<file path="src/rtl/CPU_pkg.sv">
// Shared types and constants for the Aurora RISC-V pipeline.
package CPU_pkg;

    typedef enum logic {
        S_REQ  = 1'b0,
        S_WAIT = 1'b1
    } fetch_state_t;

    localparam logic [1:0]  AXI_RESP_OKAY = 2'b00;
    localparam logic [31:0] INST_NOP      = 32'h00000013;
    localparam logic [2:0]  IMEM_ARPROT   = 3'b100;

    // A faulted fetch presents a NOP so only the bus exception travels down the pipe.
    function automatic logic [31:0] fetch_word(input logic [31:0] rdata,
                                               input logic [1:0]  rresp);
        return (rresp == AXI_RESP_OKAY) ? rdata : INST_NOP;
    endfunction

endpackage

</file>
<file path="src/rtl/if_stage.sv">
// Instruction fetch: PC, single-outstanding AXI4-Lite read master and the IF/ID register.
module if_stage
    import CPU_pkg::*;
#(
    parameter logic [31:0] RESET_VEC = 32'h00000000,
    parameter logic [2:0]  ARPROT    = IMEM_ARPROT
) (
    input  logic        clk,
    input  logic        reset_n,
    output logic        valid_out,
    input  logic        ready_in,
    output logic [31:0] PC_IF,
    output logic [31:0] IR_IF,
    output logic [1:0]  imem_axi_rresp_IF,
    input  logic        jump_ena,
    input  logic [31:0] jump_addr,
    output logic [31:0] imem_axi_araddr,
    output logic [2:0]  imem_axi_arprot,
    output logic        imem_axi_arvalid,
    input  logic        imem_axi_arready,
    input  logic [31:0] imem_axi_rdata,
    input  logic [1:0]  imem_axi_rresp,
    input  logic        imem_axi_rvalid,
    output logic        imem_axi_rready
);

    fetch_state_t r_state;
    logic [31:0]  r_pc;
    logic [31:0]  r_araddr;
    logic         r_arvalid;
    logic         r_drop;
    logic         r_valid;
    logic [31:0]  r_pc_if;
    logic [31:0]  r_ir_if;
    logic [1:0]   r_rresp;

    logic         w_rready;
    logic         w_r_hs;
    logic         w_load;
    logic [31:0]  w_jump_pc;

    // A stale beat is always accepted so the single outstanding slot frees up.
    assign w_rready  = (r_state == S_WAIT) & (r_drop | ~r_valid | ready_in);
    assign w_r_hs    = imem_axi_rvalid & w_rready;
    assign w_load    = w_r_hs & ~r_drop & ~jump_ena;
    assign w_jump_pc = {jump_addr[31:2], 2'b00};

    always_ff @(posedge clk or negedge reset_n) begin
        if (!reset_n) begin
            r_state   <= S_REQ;
            r_pc      <= RESET_VEC;
            r_araddr  <= 32'h0;
            r_arvalid <= 1'b0;
            r_drop    <= 1'b0;
        end else begin
            case (r_state)
                S_REQ: begin
                    if (!r_arvalid) begin
                        r_arvalid <= 1'b1;
                        r_araddr  <= jump_ena ? w_jump_pc : r_pc;
                    end else begin
                        if (imem_axi_arready) begin
                            r_arvalid <= 1'b0;
                            r_state   <= S_WAIT;
                            // The address of a stale request is not the PC, so do not advance.
                            if (!r_drop) begin
                                r_pc <= r_pc + 32'd4;
                            end
                        end
                        if (jump_ena) begin
                            r_drop <= 1'b1;
                        end
                    end
                end
                S_WAIT: begin
                    if (w_r_hs) begin
                        r_state   <= S_REQ;
                        r_arvalid <= 1'b1;
                        r_drop    <= 1'b0;
                        r_araddr  <= jump_ena ? w_jump_pc : r_pc;
                    end else if (jump_ena) begin
                        r_drop <= 1'b1;
                    end
                end
                default: begin
                    r_state <= S_REQ;
                end
            endcase
            if (jump_ena) begin
                r_pc <= w_jump_pc;
            end
        end
    end

    always_ff @(posedge clk or negedge reset_n) begin
        if (!reset_n) begin
            r_valid <= 1'b0;
            r_pc_if <= 32'h0;
            r_ir_if <= 32'h0;
            r_rresp <= AXI_RESP_OKAY;
        end else if (jump_ena) begin
            r_valid <= 1'b0;
            r_pc_if <= 32'h0;
            r_ir_if <= 32'h0;
            r_rresp <= AXI_RESP_OKAY;
        end else if (w_load) begin
            r_valid <= 1'b1;
            r_pc_if <= r_araddr;
            r_ir_if <= fetch_word(imem_axi_rdata, imem_axi_rresp);
            r_rresp <= imem_axi_rresp;
        end else if (r_valid && ready_in) begin
            r_valid <= 1'b0;
        end
    end

    assign valid_out         = r_valid;
    assign PC_IF             = r_pc_if;
    assign IR_IF             = r_ir_if;
    assign imem_axi_rresp_IF = r_rresp;
    assign imem_axi_araddr   = r_araddr;
    assign imem_axi_arvalid  = r_arvalid;
    assign imem_axi_arprot   = ARPROT;
    assign imem_axi_rready   = w_rready;

endmodule

</file>
<file path="config.mk">
export PLATFORM = sky130hd
export DESIGN_NAME = if_stage
export DESIGN_NICKNAME = d
export VERILOG_FILES = /design/src/rtl/CPU_pkg.sv /design/src/rtl/if_stage.sv
export SDC_FILE = /design/constraint.sdc
export NUM_CORES = 1
export LEC_CHECK = 0
export CAP_MARGIN = 20
export CORE_UTILIZATION = 40
export CTS_CLUSTER_SIZE = 30
export DETAILED_ROUTE_END_ITERATION = 8
export HOLD_SLACK_MARGIN = 0.08
export PLACE_DENSITY = 0.81
export SLEW_MARGIN = 20
export SYNTH_ARGS = -nofsm -noshare
export SYNTH_HDL_FRONTEND = slang
export SYNTH_SLANG_ARGS = --single-unit
</file>
<file path="constraint.sdc">
create_clock -name clk -period 2.32 [get_ports clk]
set_clock_uncertainty 0.05 [all_clocks]
set_input_delay 0.464 -clock clk [delete_from_list [all_inputs] [get_ports clk]]
set_output_delay 0.464 -clock clk [all_outputs]
set_load 0.01 [all_outputs]
</file>
# == After elaboration in Yosys (flattened, before gate mapping) ==
# Index checks and enable logic that the tools add are counted.
# totals
register_bits,134
# op_classes
n_addsub,1
n_eq_ne,5
n_mux,31
bitwise,10
reduce_logical,8
# op_table
cell,count
32-bit two-way mux,13
32-bit one-hot mux with 2 select lines,1
32-bit by 3-bit adder with 32-bit output (second input constant),1
1-bit two-way mux,12
2-bit != test (second input constant),4
1-bit one-hot mux with 2 select lines,3
2-bit nonzero test,3
1-bit bitwise AND,4
2-bit two-way mux,2
1-bit NOT,4
4-bit AND reduction,1
3-bit nonzero test,1
2-bit logical NOT,1
2-bit by 1-bit != test with 1-bit output (second input constant),1
1-bit OR,2
2-bit AND reduction,1
1-bit logical AND,1

# == Longest topological paths before layout ==
# Gate-level depths: netlist (run 1).
# depth
word_depth,9
mapped_depth,7
ltp_nobuf,6

# == Worst setup path after synthesis (run 1) ==
# No wires, ideal clock.
# synth_path
kind,reg-to-reg
startpoint,register r_drop
endpoint,register r_pc[23]
setup_time_ns,0.125
t_arrival_ns,1.838
setup_slack_ns,0.307
path_stages_with_launch,7
synth_period_minus_slack_ns,2.013
cell_sequence,dfrtp_1 > nand4bb_4 > or4_1 > buf_2 > nor3_2 > xor2_1 > mux2_2
# synth_via
elab_chain_cells,2
# synth_rtl
element,line_no,text
from (decl),if_stage.sv:31,logic r_drop;
from (signal assigned),if_stage.sv:54,r_drop <= 1'b0;
from (signal assigned),if_stage.sv:71,r_drop <= 1'b1;
from (signal assigned),if_stage.sv:79,r_drop <= 1'b0;
2-bit != test (no source line),-,
4-bit AND reduction (no source line),-,
to (signal assigned),if_stage.sv:67,r_pc <= r_pc + 32'd4;
to (signal assigned),if_stage.sv:90,r_pc <= w_jump_pc;
to (decl),if_stage.sv:28,logic [31:0] r_pc;
# No other way between the ends.
# A chain may end at the register's enable or synchronous reset.

# == Final worst setup path (run 1) ==
# layout_path
startpoint,input ready_in
endpoint,output imem_axi_rready
# layout_via
elab_chain_cells,2
# layout_rtl
element,line_no,text
from (decl),if_stage.sv:11,"input logic ready_in,"
1-bit OR,if_stage.sv:43,assign w_rready = (r_state == S_WAIT) & (r_drop | ~r_valid | ready_in);
1-bit bitwise AND,if_stage.sv:43,
to (decl),if_stage.sv:24,output logic imem_axi_rready
# No other way between the ends.

==> impl_metrics.tcl, run 1 <==
set metrics [dict create \
    synth_common_cells "130 x dfrtp_1, 62 x a22o_1, 41 x nor2_1" \
    rsz0062_at_grt "false" \
    postLayoutCoreUtil_pct 61.3 \
    path_max_fanout 2 \
    clkTransAtPathRegs_ps 60 \
    cp_data_arrival_time_ps 1700 \
    crit_family "buffers and inverters" \
    min_period_over_period_pct 95.2 \
    synth_top_area_cell "dfrtp_1" \
    grt_max_degree 131 \
    slew_headroom_pct 55.6 \
    initial_utilization_pct 41.5 \
    drtAntennaViolNets 0 \
    area_growth_pct 47.7 \
    synthesis.area_um2 5560 \
    startpoint_type "primary input" \
    synth_edf_count 0 \
    p_total_mw 8.23 \
    critPathKind "primary input to output port" \
    power_leakage_nw 3.45 \
    die-area_um2 14400 \
    cts_num_sinks 130 \
    hpwl_mm 10.8 \
    port_buffers 170 \
    ys_top_cells_by_area "dfrtp_1 59%, a22o_1 9.8%, nand2b_1 2.9%" \
    h-tree-depth 4 \
    wl_mm 14.9 \
    antenna_found_initial 0 \
    status "complete, no violations" \
    fp.coreArea_um2 13400 \
    cts_tree "done" \
    grt_usage_pct 21.5 \
    synth.avg_cell_area_um2 11.1 \
    insertion_delay_ps 410 \
    finalSetupViolCount 0 \
    crit_path_frequent_cell "clkdlybuf4s50_1" \
    period_needed_ps 2210 \
    postCtsSetupBuffers 0 \
    fin_nets 752 \
    diodes 0 \
    reg2reg_to "r_pc[29]$_DFFE_PN0P_" \
    ys_ff_latch 130 \
    cts.hold.buffers_added 0 \
    drv_cap 0 \
    vias 4612 \
    vdd_drop_max_v 0.000692 \
    slowest_delay_ps 530 \
    crit_slowest_cell "clkdlybuf4s50_1" \
    fp.dieW_um 120 \
    clockRootBuffer "clkbuf_16" \
    maxSlewViolCount 0 \
    drt_iter0_drc 387 \
    fill_cells 1035 \
    wl_per_cell_um 17.2 \
    synth_top_area_share_pct 58.5 \
    cp_num_buf_inv 2 \
    cts_max_path_buffers 2 \
    seq_area_frac_synth_pct 58.5 \
    drive_above_1_share_pct 10.7 \
    ys_types 40 \
    reg2reg_from "r_drop$_DFFE_PN0P_" \
    finalHoldWorstSlack_ps 87.6 \
    grt_overflow_total 0 \
    tightest_slew_ps 665 \
    core.rowCount 42 \
    ys_warn_count 0 \
    p_per_area_nw_per_um2 1000 \
    rr_worst_depth 6 \
    synth_flop_cell "dfrtp_1" \
    hold_violations 0 \
    fmax_mhz 453 \
    fp.dieH_um 120 \
    cts_inserted_buffers 17 \
    required_ps 1810 \
    grt_pass1_wl_mm 24.1 \
    async_flop_share_pct 100 \
    hold_class "primary input to async pin" \
    reg2reg_setup_slack_ps 210 \
    first_pass_iters 4 \
    cts_resized 0 \
    drcViolationCount 0 \
    synth.most_common_cell "dfrtp_1" \
    crit_chain "clkdlybuf4s50_1, nand2b_1, o21a_1, clkdlybuf4s50_1" \
    syn_inst 500 \
    setup.worst_path.start "ready_in" \
    end_kind "output port" \
    vias_per_cell 5.31 \
    io_pins 176 \
    first_global_vias 4573 \
    place_congestion 0.845 \
]
state kept, by name (all words and copies together) (netlist names):
| name | cells |
|---|---|
| IR_IF | 32 |
| valid_out | 1 |
| imem_axi_araddr | 31 |
| r_drop | 1 |
| r_state | 1 |
| imem_axi_rresp_IF | 2 |
| r_pc | 30 |
| PC_IF | 31 |
| imem_axi_arvalid | 1 |
power breakdown:
part	internal (mW)	switching (mW)	total (mW)
clock	1.64	0.977	2.62
combinational	1.32	1.09	2.42
sequential	2.75	0.451	3.20
total	5.71	2.52	8.23
cell usage in the layout (no fill, tap or decap), types with 6 or more instances in the layout:
master	count
a21oi_1	6
a22o_1	62
a31oi_1	24
and3_1	6
buf_12	6
buf_4	22
clkbuf_16	17
clkdlybuf4s50_1	168
dfrtp_1	130
nand2_1	38
nand2b_1	26
nand3_1	10
nand4_1	13
nor2_1	40
nor3_1	9
o21ai_0	27
xnor2_1	8
xor2_1	18
kinds of logic (layout without fill, tap and decap cells):
| group | Yosys count | in the layout | synth area share [%] |
|---|---|---|---|
| DFF | 130 | 130 | 58.5 |
| buffers and inverters | 42 | 233 | 3.26 |
| AOI/OAI and AO/OA | 129 | 129 | 16.8 |
| muxes | 9 | 9 | 1.71 |
| xor gates and xnor gates | 26 | 26 | 4.10 |
| other | 2 | 3 | 0.135 |
| and+or+nand+nor | 161 | 161 | 15.2 |
| adders and majority gates | 1 | 1 | 0.225 |
area by class of cell:
type	instances	area [um2]	share of cell area, %
flip-flops and latches	130	3250	39.6
multi-input cells	329	2150	26.2
repair buffers	198	1980	24.2
clock buffers	20	457	5.56
well taps	176	220	2.68
clock inverters	12	133	1.62
inverters	3	11.3	0.137
how the worst max path moves through the flow:
stage | cells after the start | endpoint
2_1_floorplan | 6 | r_pc[23]$_DFFE_PN0P_
3_3_place_gp | 7 | r_pc[23]$_DFFE_PN0P_
3_5_place_dp | 7 | r_pc[25]$_DFFE_PN0P_
4_1_cts | 4 | imem_axi_rready
5_1_grt | 7 | r_pc[29]$_DFFE_PN0P_
6_report | 4 | imem_axi_rready
per-stage QoR:
step,TNS (ps),instances,instance area (um2),worst slack (ps)
finish,0,868,8210,111
global route,0,868,8210,39.8
CTS,0,868,8210,105
detailed placement,-1000,836,7620,-218
global placement,-884,836,7620,-210
floorplan,0,501,5560,307
layer usage:
layer	global-route usage [%]	wire length, um
met1	28.3	6500
met2	35.5	7330
met3	4.80	893
met4	6.33	179
met5	0	0
Note: power is estimated with default switching activity, not from simulation.
==> inputs of run 2 (changes only) <==
--- a/config.mk
+++ b/config.mk
@@ -7,10 +7,11 @@
 export LEC_CHECK = 0
 export CAP_MARGIN = 20
 export CORE_UTILIZATION = 40
-export CTS_CLUSTER_SIZE = 30
+export CTS_CLUSTER_SIZE = 24
 export DETAILED_ROUTE_END_ITERATION = 8
 export HOLD_SLACK_MARGIN = 0.08
 export PLACE_DENSITY = 0.81
+export RECOVER_POWER = 50
 export SLEW_MARGIN = 20
 export SYNTH_ARGS = -nofsm -noshare
 export SYNTH_HDL_FRONTEND = slang
==> impl_metrics.tcl, run 2 (synthesis gave the netlist of run 1 again) <==
set metrics [dict create \
    rr_worst_depth 6 \
    whs_endpoint "IR_IF[0]$_DFFE_PN0P_" \
    failed_checks "capacitance limit, slew limit" \
    slew_headroom_pct -15.9 \
    drv_cap 1 \
    reg2reg_setup_slack_ps 200 \
    drtAntennaViolNets 0 \
    crit_path_frequent_cell "clkdlybuf4s50_1" \
    vdd_drop_max_v 0.000693 \
    drt_iter0_drc 369 \
    hold_violations 0 \
    p_per_area_nw_per_um2 1000 \
    hpwl_mm 10.8 \
    end_kind "output port" \
    diodes 0 \
    fp.coreArea_um2 13400 \
    period_needed_ps 2210 \
    clockRootBuffer "clkbuf_16" \
    port_buffers 170 \
    maxSlewViolCount 131 \
    cts_num_sinks 130 \
    grt_overflow_total 0 \
    reg2reg_from "r_drop$_DFFE_PN0P_" \
    rsz0062_at_grt "false" \
    initial_utilization_pct 41.5 \
    drive_above_1_share_pct 9.25 \
    min_period_over_period_pct 95.1 \
    tightest_slew_ps 1740 \
    startpoint_type "primary input" \
    status "complete, but fails checks" \
    cp_data_arrival_time_ps 1690 \
    finalSetupViolCount 0 \
    cts_max_path_buffers 2 \
    postLayoutCoreUtil_pct 60.7 \
    fin_cells 868 \
    die-area_um2 14400 \
    drcViolationCount 0 \
    fmax_mhz 453 \
    postCtsSetupBuffers 0 \
    first_global_vias 4573 \
    area_growth_pct 46.4 \
    cts_resized 0 \
    wl_mm 15.0 \
    vias_per_cell 5.32 \
    fp.dieH_um 120 \
    hold_path.startpoint "IR_IF[0]$_DFFE_PN0P_" \
    p_total_mw 8.17 \
    required_ps 1810 \
    layout_commonest_cell "clkdlybuf4s50_1" \
    hold_class "flip-flop to flip-flop" \
    wl_per_cell_um 17.3 \
    fp.dieW_um 120 \
    finalHoldWorstSlack_ps 444 \
    crit_slowest_cell "clkdlybuf4s50_1" \
    grt_max_degree 131 \
    cts_tree "done" \
    clkTransAtPathRegs_ps 60 \
    antenna_found_initial 0 \
    grt_usage_pct 21.5 \
    first_pass_iters 4 \
    cts_inserted_buffers 17 \
    insertion_delay_ps 410 \
    final_cell_mix "161 x clkdlybuf4s50_1, 130 x dfrtp_1, 62 x a22o_1, 40 x nor2_1, 38 x nand2_1" \
    setup_slack_ps 114 \
    place_inst 836 \
    vias 4616 \
    core.rowCount 42 \
    largest_register_ffs 32 \
    critPathKind "primary input to output port" \
    power_leakage_nw 3.43 \
    crit_chain "clkdlybuf4s50_1, nand2b_1, o21a_1, clkdlybuf4s50_1" \
    dp_slack_ps -218 \
    h-tree-depth 4 \
    grt_pass1_wl_mm 24.1 \
    place_congestion 0.845 \
    reg2reg_to "r_pc[29]$_DFFE_PN0P_" \
    fin_nets 752 \
    path_max_fanout 2 \
    io_pins 176 \
    slowest_delay_ps 530 \
    cts.hold.buffers_added 0 \
    whs_path_depth 1 \
]
-- run 2: changes by cell type in the layout (fill, tap and decap cells not counted), sizes merged --
cell	previous run	this run
clkbuf	20	31
buf	30	18
dlygate4sd3	0	7
clkdlybuf4s25	0	1
clkdlybuf4s50	168	161
-- run 2: final cells by class --
| type | instances | area [um2] |
|---|---|---|
| clock inverter | 12 | 133 |
| inverter | 3 | 11.3 |
| multi-input combinational | 329 | 2140 |
| sequential | 130 | 3250 |
| tap | 176 | 220 |
| timing repair buffer | 198 | 1920 |
| fill | 1048 | 5260 |
| clock buffer | 20 | 457 |
-- run 2: power breakdown --
group / switching, mW / internal (mW) / leakage [nW]
Combinational: 1.08 / 1.27 / 1.49
Sequential: 0.451 / 2.75 / 1.66
Clock: 0.974 / 1.64 / 0.282
Total: 2.51 / 5.66 / 3.43
-- run 2: critical path: cells and delay by family --
family / cells / cell delay, ps
buf+inv: 2 / 970
simple gates: 1 / 130
compound gates: 1 / 130
-- run 2: layer usage --
metal | share of wire, % | vias up | GRT usage, %
met5 | 0 | - | 0
met4 | 1.2 | 0 | 6.33
met3 | 5.7 | 18 | 4.80
met2 | 49 | 171 | 35.5
met1 | 44 | 2272 | 28.3
li1 | - | 2155 | -
-- run 2: stage by stage --
step | area, um2 | TNS, ps
2_1_floorplan | 5560 | 0
3_3_place_gp | 7620 | -884
3_5_place_dp | 7620 | -1000
4_1_cts | 8210 | 0
5_1_grt | 8140 | 0
6_report | 8140 | 0
-- run 2: worst max-delay path by stage --
stage | cells past startpoint | start | end | slack, ps
5_1_grt | 2 | reset_n | PC_IF[20]$_DFFE_PN0P_ | 30
3_5_place_dp | 7 | imem_axi_arready | r_pc[25]$_DFFE_PN0P_ | -220
3_3_place_gp | 7 | imem_axi_arready | r_pc[23]$_DFFE_PN0P_ | -210
6_report | 4 | ready_in | imem_axi_rready | 110
2_1_floorplan | 6 | r_drop$_DFFE_PN0P_ | r_pc[23]$_DFFE_PN0P_ | 310
4_1_cts | 4 | ready_in | imem_axi_rready | 110
==> edit, RTL diff (settings of run 2) <==
Make the reset (`reset_n`) synchronous in 2 clocked blocks.
--- a/src/rtl/if_stage.sv
+++ b/src/rtl/if_stage.sv
@@ -45,7 +45,7 @@
     assign w_load    = w_r_hs & ~r_drop & ~jump_ena;
     assign w_jump_pc = {jump_addr[31:2], 2'b00};
 
-    always_ff @(posedge clk or negedge reset_n) begin
+    always_ff @(posedge clk) begin
         if (!reset_n) begin
             r_state   <= S_REQ;
             r_pc      <= RESET_VEC;
@@ -92,7 +92,7 @@
         end
     end
 
-    always_ff @(posedge clk or negedge reset_n) begin
+    always_ff @(posedge clk) begin
         if (!reset_n) begin
             r_valid <= 1'b0;
             r_pc_if <= 32'h0;
Function: differs if reset_n is asserted again (counterexample within 4 cycles, from zero or initial values and one cycle with reset_n low); with reset_n held inactive, the same outputs for 4 cycles.
==> edit against run 2 <==
Routed wire length is 13% higher; final area rose by 2.0%; setup slack improved by 0.040 ns; sequential share of layout area is 9.1 points lower; non-clock buffer count increased by 9; sequential cell count down 2; count of clock-buffer cells in the layout increased by 3; hold slack worse by 0.047 ns; synthesized area rose by 1.7%; final cell count increased by 22%; first-iteration DRC count is 17% higher; highest routed layer unchanged.
Power is not compared: it rests on default switching activity, and its combinational part moved more than twofold at a synthesized area within 25%.
==> edit: results (changes against run 2) <==
WORST SETUP PATH
----------------------------------------------------------------
Crit path max fanout ..............................           34   +32
Worst-path cell with the longest stage delay ......      o31ai_1
Startpoint of the worst register-to-register path . imem_axi_arvalid$_SDFFE_PN0P_

GLOBAL ROUTE
----------------------------------------------------------------
Total routing usage reported by global routing ....        0.232   +0.0171
GR Layer Usage met3 ...............................       0.0597   +0.0117

FINAL LAYOUT
----------------------------------------------------------------
Layout multi-input combinational cell count .......          503   +53%
Net total in the final layout .....................          937   +25%
Non-clock buffer share of cell area ...............        0.247   +0.0104
Non-Clock Inverter Count ..........................            7   +4
Count of clock buffers in the final design ........           23   +15%
Clock network contribution to total cell area .....       0.0727   +0.000272

SYNTH
----------------------------------------------------------------
Cells after Synth .................................          693   +39%
Adder-cell share of the synthesized area ..........      0.00221   -0.0000369
Sequential element share of the synthesized area ..        0.453   -0.132
Asr flop ratio synth ..............................            0   -1.00
Post-synth top cells .............................. 128 x dfxtp_1, 112 x nand2_1, 77 x a21oi_1, 48 x nand3_1, 46 x clkbuf_1

ROUTE
----------------------------------------------------------------
Met2 layer wire length in the routed design .......      7.99 mm   +8.2%
First-pass DRT Iterations .........................            5   +1
Drt total wl ......................................      16.9 mm   +13%
Via/cell ratio ....................................         5.37   +1.0%

PLACEMENT
----------------------------------------------------------------
Worst setup slack after placement .................    -0.247 ns   -0.0293 ns
Area post-placement ...............................     7750 µm²   +1.6%
Placer's final routability congestion estimate ....        0.922   +9.0%
HPWL after detailed placement .....................      12.2 mm   +13%

RUN STATUS
----------------------------------------------------------------
Outcome ........................................... complete, no violations

## edit: final timing paths
kind | to | slack (ns) | depth (start not counted)
setup / recovery | imem_axi_araddr[8]$_SDFFE_PN0P_ | 0.15 | 7
hold / removal | IR_IF[8]$_SDFFE_PP0P_ | 0.40 | 2
setup reg to reg | r_pc[20]$_SDFFE_PN0P_ | 0.22 | 4
hold reg to reg | IR_IF[8]$_SDFFE_PP0P_ | 0.40 | 2
## edit: kinds of logic after synthesis
family,after synthesis
simple gates,291
compound gates,174
flops,128
buf+inv,67
mux,22
xor+xnor,8
other cells,2
fa+ha+maj,1
## edit: critical path, delay by kind of cell
kind / cells / cell delay [ns]
AO/OA/AOI/OAI: 2 / 0.83
buffers and inverters: 3 / 0.98
AND/OR/NAND/NOR: 2 / 0.15
## edit: power breakdown
group	total (mW)	switching, mW	internal [mW]	leakage, nW
sequential	2.42	0.114	2.31	1.05
combinational	0.736	0.355	0.381	1.72
clock	2.66	0.947	1.72	0.287
total	5.82	1.42	4.40	3.06
